### config.mk
export PLATFORM = sky130hd
export DESIGN_NAME = mixcolumn_seq
export DESIGN_NICKNAME = d
export VERILOG_FILES = /design/src/rtl/aes_pkg.sv /design/src/rtl/mixcolumn_col.sv /design/src/rtl/mixcolumn_seq.sv
export SDC_FILE = /design/constraint.sdc
export NUM_CORES = 1
export LEC_CHECK = 0
export CAP_MARGIN = 20
export CORE_UTILIZATION = 47
export DETAILED_ROUTE_END_ITERATION = 6
export PLACE_DENSITY = 0.9
export SLEW_MARGIN = 20
export SYNTH_ARGS = -nofsm -noshare
export SYNTH_HDL_FRONTEND = slang
export SYNTH_SLANG_ARGS = --single-unit
### constraint.sdc
create_clock -name clk_i -period 3.3 [get_ports clk_i]
set_input_delay 0.825 -clock clk_i [delete_from_list [all_inputs] [get_ports clk_i]]
set_output_delay 0.825 -clock clk_i [all_outputs]
set_load 0.02 [all_outputs]
### src/rtl/aes_pkg.sv
`default_nettype none
// ============================================================================
//  Module      : aes_pkg
//  Description : Shared AES helpers: GF(2^8) arithmetic, MixColumns
//                coefficients, column type and MixColumns FSM state encoding.
//  Revision    : 1.0 - initial release
// ============================================================================
package aes_pkg;

    // Element 0 is the most significant byte, i.e. row 0 of the column.
    typedef logic [0:3][7:0] aes_col_t;

    typedef enum logic [1:0] {
        ST_IDLE = 2'd0,
        ST_RUN  = 2'd1,
        ST_DONE = 2'd2
    } mc_state_t;

    // Row 0 coefficients; row r uses this vector rotated right by r.
    localparam logic [0:3][7:0] MC_FWD_COEF = {8'h02, 8'h03, 8'h01, 8'h01};
    localparam logic [0:3][7:0] MC_INV_COEF = {8'h0e, 8'h0b, 8'h0d, 8'h09};

    function automatic logic [7:0] xtime(input logic [7:0] b);
        return {b[6:0], 1'b0} ^ (b[7] ? 8'h1b : 8'h00);
    endfunction

    // Shift-and-add over xtime powers; constant k lets synthesis prune unused terms.
    function automatic logic [7:0] gf_mul(input logic [7:0] b, input logic [7:0] k);
        logic [7:0] acc;
        logic [7:0] pw;
        acc = '0;
        pw  = b;
        for (int i = 0; i < 8; i++) begin
            if (k[i]) acc = acc ^ pw;
            pw = xtime(pw);
        end
        return acc;
    endfunction

endpackage
`default_nettype wire

### src/rtl/mixcolumn_col.sv
`default_nettype none
// ============================================================================
//  Module      : mixcolumn_col
//  Description : Combinational forward/inverse MixColumns of one 32-bit column.
//  Revision    : 1.0 - initial release
// ============================================================================
module mixcolumn_col
    import aes_pkg::*;
#(
    parameter int INV_EN = 1
) (
    input  logic [31:0] col_i,
    input  logic        inv_i,
    output logic [31:0] col_o
);

    aes_col_t w_col;
    aes_col_t w_fwd;
    aes_col_t w_inv_res;
    logic     w_sel_inv;

    assign w_col = col_i;

    always_comb begin
        w_fwd = '0;
        for (int r = 0; r < 4; r++) begin
            for (int j = 0; j < 4; j++) begin
                w_fwd[r] = w_fwd[r] ^ gf_mul(w_col[j], MC_FWD_COEF[2'(j - r)]);
            end
        end
    end

    generate
        if (INV_EN != 0) begin : g_inv
            always_comb begin
                w_inv_res = '0;
                for (int r = 0; r < 4; r++) begin
                    for (int j = 0; j < 4; j++) begin
                        w_inv_res[r] = w_inv_res[r] ^ gf_mul(w_col[j], MC_INV_COEF[2'(j - r)]);
                    end
                end
            end
            assign w_sel_inv = inv_i;
        end else begin : g_fwd_only
            logic w_unused_inv;
            assign w_unused_inv = inv_i;
            assign w_inv_res    = '0;
            assign w_sel_inv    = 1'b0;
        end
    endgenerate

    assign col_o = w_sel_inv ? w_inv_res : w_fwd;

endmodule
`default_nettype wire

### src/rtl/mixcolumn_seq.sv
`default_nettype none
// ============================================================================
//  Module      : mixcolumn_seq
//  Description : Sequential MixColumns/InvMixColumns, COLS_PER_CYCLE columns
//                per clock, valid/ready on both sides.
//  Revision    : 1.0 - initial release
// ============================================================================
module mixcolumn_seq
    import aes_pkg::*;
#(
    parameter int COLS_PER_CYCLE = 1,
    parameter int INV_EN         = 1
) (
    input  logic         clk_i,
    input  logic         rst_ni,
    input  logic         in_valid_i,
    output logic         in_ready_o,
    input  logic [127:0] data_i,
    input  logic         inv_i,
    output logic         out_valid_o,
    input  logic         out_ready_i,
    output logic [127:0] data_o,
    output logic         busy_o
);

    localparam int   N_STEPS   = 4 / COLS_PER_CYCLE;
    localparam int   CNT_W     = (N_STEPS > 1) ? $clog2(N_STEPS) : 1;
    localparam logic INV_BUILT = (INV_EN != 0);

    generate
        if (COLS_PER_CYCLE != 1 && COLS_PER_CYCLE != 2 && COLS_PER_CYCLE != 4) begin : g_bad_cpc
            $error("mixcolumn_seq: COLS_PER_CYCLE must be 1, 2 or 4");
        end
    endgenerate

    // Step s holds columns s*CPC .. s*CPC+CPC-1; step 0 sits at the MSB end.
    logic [0:N_STEPS-1][0:COLS_PER_CYCLE-1][31:0] r_work;
    mc_state_t                                    r_state;
    logic [CNT_W-1:0]                             r_cnt;
    logic                                         r_inv;

    logic [0:COLS_PER_CYCLE-1][31:0] w_slice;
    logic [0:COLS_PER_CYCLE-1][31:0] w_col_res;
    logic                            w_accept;

    assign w_slice = r_work[r_cnt];

    generate
        for (genvar k = 0; k < COLS_PER_CYCLE; k++) begin : g_col
            mixcolumn_col #(
                .INV_EN (INV_EN)
            ) u_col (
                .col_i (w_slice[k]),
                .inv_i (r_inv),
                .col_o (w_col_res[k])
            );
        end
    endgenerate

    // DONE can hand over its result and take the next state on the same edge.
    assign in_ready_o  = (r_state == ST_IDLE) || ((r_state == ST_DONE) && out_ready_i);
    assign w_accept    = in_ready_o && in_valid_i;
    assign out_valid_o = (r_state == ST_DONE);
    assign busy_o      = (r_state == ST_RUN);
    assign data_o      = r_work;

    always_ff @(posedge clk_i) begin
        if (!rst_ni) begin
            r_state <= ST_IDLE;
            r_cnt   <= '0;
            r_work  <= '0;
            r_inv   <= 1'b0;
        end else begin
            case (r_state)
                ST_IDLE, ST_DONE: begin
                    if (w_accept) begin
                        r_work  <= data_i;
                        r_inv   <= inv_i & INV_BUILT;
                        r_cnt   <= '0;
                        r_state <= ST_RUN;
                    end else if (r_state == ST_DONE && out_ready_i) begin
                        r_state <= ST_IDLE;
                    end
                end
                ST_RUN: begin
                    r_work[r_cnt] <= w_col_res;
                    if (r_cnt == CNT_W'(N_STEPS - 1)) begin
                        r_cnt   <= '0;
                        r_state <= ST_DONE;
                    end else begin
                        r_cnt <= r_cnt + 1'b1;
                    end
                end
                default: r_state <= ST_IDLE;
            endcase
        end
    end

endmodule
`default_nettype wire

==> flow_metrics.tcl <==
set metrics [dict create \
    postCtsResizedCells 0 \
    postRouteAntennaNets 0 \
    finalPower_w 0.007465 \
    first_global_vias 8435 \
    globalRouteTotalUtil_pct 36.18 \
    ys_warn_count 0 \
    p_switching_w 0.002886 \
    fp.dieArea_um2 17400 \
    floorplan.initialDensity_pct 48.00 \
    power_report.internal_total_w 0.004578 \
    slew_headroom_pct 26.61 \
    final_hold_viol_count 0 \
    vias 8409 \
    critical_path_cell_sequence "buf_12, mux4_2, xnor2_2, xor2_1, nand2_1, xnor2_1, o21ai_0, a21oi_1" \
    count_of_buffers_inserted_at_the_top_level_ports 263 \
    detailedPlacementHpwl_mm 21.89 \
    pwr-share-comb_pct 48.3 \
    crit_path_end_kind "register" \
    syn_inst 824 \
    layout-area-overhead-vs-synth_pct 42.47 \
    final-max-slew-violation-count 0 \
    tritoncts "yes" \
    fill_cells 1163 \
    antenna_found_initial 1 \
    critical_path.slowest_cell "sky130_fd_sc_hd__mux4_2" \
    power.density_cell_area_nw_per_um2 660.6 \
    fin_nets 1190 \
    most_frequent_cells_in_the_layout "262 x sky130_fd_sc_hd__clkdlybuf4s50_1, 132 x sky130_fd_sc_hd__dfxtp_1, 110 x sky130_fd_sc_hd__a21oi_1" \
    timing.final.crit_share_pct 92.69 \
    start_kind "register" \
    drive_above_1_share_pct 10.23 \
    cts.repair_timing.setup_buffer_count 0 \
    drc_errors 0 \
    die_width_um 131.9 \
    dominantRegCellSynth "sky130_fd_sc_hd__dfxtp_1" \
    max_freq_ghz 0.3269 \
    asyncSetResetFlopFracSynth_pct 0 \
    run_status "completed" \
    p_seq_share_pct 26.2 \
    skew_ns 0.01186 \
    synth_sequential_area_ratio_pct 33.57 \
    final.setup.worst_slack_ns 0.2412 \
    cts_made_buffers 17 \
    detailedPlace.worstSlack_ns 0.3152 \
    hold_class "register to register" \
    synthesis.area_um2 7931 \
    mostFrequentLayoutCell "sky130_fd_sc_hd__clkdlybuf4s50_1" \
    clock_tree.buffer_depth 2 \
    worstPathRequired_ns 3.65 \
    number_of_cell_rows 47 \
    grt_start_max_net_pins 76 \
    yosys.cell_types.count 48 \
    drt_initial_violations 1226 \
    rsz_0062_raised_after_global_routing "no" \
    switching_share_pct 38.67 \
    cts-root-buf "sky130_fd_sc_hd__clkbuf_16" \
    routed_wl_mm 31.41 \
    io-pin-count 264 \
    insertion_delay_ns 0.44 \
    p_leak_nw 4.220 \
    h_tree_lvl_count 4 \
    timing_worst_setup_path_type "register to register" \
    worst_slew_pin_slew_ns 1.097 \
    max-cap-violations 0 \
    die_height_um 131.9 \
    avgViaCountPerCell 6.534 \
    power.clock.fraction_pct 25.6 \
    first_pass_iters 6 \
    routabilityCongestion 0.9632 \
    critical_path_buf_inv_count 1 \
    dr_wl_met2_mm 14.69 \
    highest-signal-layer "met4" \
    cts_hold_buf 0 \
    critical-path-top-delay-family "XOR/XNOR gates" \
    detailroute.wirelength.met3_mm 3.708 \
    synthesis.nets 961 \
    finalCoreUtilization_pct 68.38 \
    overflow 0 \
    cts.reportedPaths.clkPinSlew_ns 0.06 \
    critical_path.max_stage_delay_ns 0.68 \
    wl_per_cell_um 24.41 \
    finalSetupViolations 0 \
    finalWorstPathRequiredPeriod_ns 3.059 \
    cp_max_fo 28 \
    m1WireLength_mm 11.11 \
    core_area_um2 16520 \
    timing.setup.tns_ns 0 \
    arrival_ns 3.41 \
    synth_seq_cells 133 \
    syn_avg_cell_area_um2 9.625 \
    vdd_ir_max_mv 0.5489 \
    grt_first_pass_wirelength_mm 48.09 \
    cts.sink_count 133 \
    number_of_flops_mapped_to_enable_cells_by_yosys 0 \
]
[stage by stage]
stage	hold slack (ns)	instance area (um2)	instances
5_1_grt	0.5418	11300	1287
4_1_cts	0.5274	11300	1286
2_1_floorplan	0.5619	7931	824
3_5_place_dp	0.5089	10710	1254
6_report	0.5333	11300	1287
3_3_place_gp	0.5010	10710	1254
[synth_stat cells, types with 2 or more instances]
master                       n  area [um2]
sky130_fd_sc_hd__a211oi_1   21       157.7
sky130_fd_sc_hd__and2_1      9       56.30
sky130_fd_sc_hd__dfxtp_1   133        2663
sky130_fd_sc_hd__and3_1      9       56.30
sky130_fd_sc_hd__buf_2      11       55.05
sky130_fd_sc_hd__o22a_1      3       26.28
sky130_fd_sc_hd__xnor2_1    74       648.1
sky130_fd_sc_hd__xnor2_2     5       81.33
sky130_fd_sc_hd__a311oi_1    4       35.03
sky130_fd_sc_hd__buf_1       4       15.01
sky130_fd_sc_hd__nand3_1     6       30.03
sky130_fd_sc_hd__o21ai_0    54       270.3
sky130_fd_sc_hd__o221a_2     6       67.56
sky130_fd_sc_hd__ha_1        4       50.05
sky130_fd_sc_hd__xnor3_1    17       382.9
sky130_fd_sc_hd__buf_4       2       15.01
sky130_fd_sc_hd__a31oi_1     8       50.05
sky130_fd_sc_hd__buf_6       3       33.78
sky130_fd_sc_hd__o221ai_1   63       551.8
sky130_fd_sc_hd__nor2_1     37       138.9
sky130_fd_sc_hd__nand2_1    63       236.5
sky130_fd_sc_hd__inv_1       4       15.01
sky130_fd_sc_hd__nand2b_1    5       31.28
sky130_fd_sc_hd__o22ai_1     5       31.28
sky130_fd_sc_hd__xor2_1     38       332.8
sky130_fd_sc_hd__nor2b_1     2       12.51
sky130_fd_sc_hd__xor3_1      3       71.32
sky130_fd_sc_hd__o32ai_1     3       26.28
sky130_fd_sc_hd__o21a_1      4       30.03
sky130_fd_sc_hd__a21oi_1   110       550.5
sky130_fd_sc_hd__mux4_2     32       720.7
sky130_fd_sc_hd__mux2i_1     5       50.05
sky130_fd_sc_hd__a21oi_2     2       17.52
sky130_fd_sc_hd__clkbuf_1   57       214.0
sky130_fd_sc_hd__a21o_1      5       37.54
[worst register-to-register path, stage by stage, from the launching register on]
cell,delay [ns]
sky130_fd_sc_hd__dfxtp_2,0.35
sky130_fd_sc_hd__buf_12,0.23
sky130_fd_sc_hd__mux4_2,0.72
sky130_fd_sc_hd__xnor2_2,0.51
sky130_fd_sc_hd__xor2_1,0.20
sky130_fd_sc_hd__nand2_1,0.08
sky130_fd_sc_hd__xnor2_1,0.48
sky130_fd_sc_hd__o21ai_0,0.21
sky130_fd_sc_hd__a21oi_1,0.20
[area by class of cell]
cell class                      count  area, um2  share of cell area, %
Antenna cell                        1      2.502                0.02215
Multi-Input combinational cell    608       4896                  43.33
Clock inverter                     11      126.4                  1.118
Sequential cell                   133       2664                  23.57
Clock buffer                       21      460.4                  4.075
Inverter                            4      15.01                 0.1329
Tap cell                          220      275.3                  2.436
Timing Repair Buffer              289       2860                  25.31
[path summary, 6_finish.rpt]
check                   from    endpoint  slack [ns]  cells after the start
hold / removal    data_o[16]  data_o[16]        0.53                      2
setup reg to reg    r_cnt[0]  data_o[78]        0.24                      8
hold reg to reg   data_o[16]  data_o[16]        0.53                      2
setup / recovery    r_cnt[0]  data_o[78]        0.24                      8
[layer usage]
layer | vias up | global-route usage (%)
met5 | - | 0
met1 | 3970 | 44.37
li1 | 3511 | -
met4 | 0 | 23.71
met2 | 763 | 56.79
met3 | 165 | 8.843
[registers in the layout, summed over array words and instances, names as in the netlist]
name / flops
r_state: 2
data_o: 128
r_inv: 1
r_cnt: 2
[power by group through the flow]
stage                     registers [W]  logic, W  clock network, W
after global routing            0.00197   0.00378           0.00197
final                           0.00195   0.00360           0.00191
after global placement          0.00197   0.00345                 0
after CTS                       0.00194   0.00353           0.00190
after detailed placement        0.00197   0.00349                 0
after floorplan                 0.00213   0.00217                 0
[logic make-up after synthesis]
kind of cell               count (synthesis)  share of synthesized area (%)
AOI/OAI and AO/OA                        291                          23.63
xor gates and xnor gates                 140                          20.11
and+or+nand+nor                          136                          7.509
DFF                                      133                          33.57
buffers and inverters                     83                          4.827
muxes                                     37                          9.718
adders and majority gates                  4                         0.6310
Note: power is estimated with default switching activity, not from simulation.
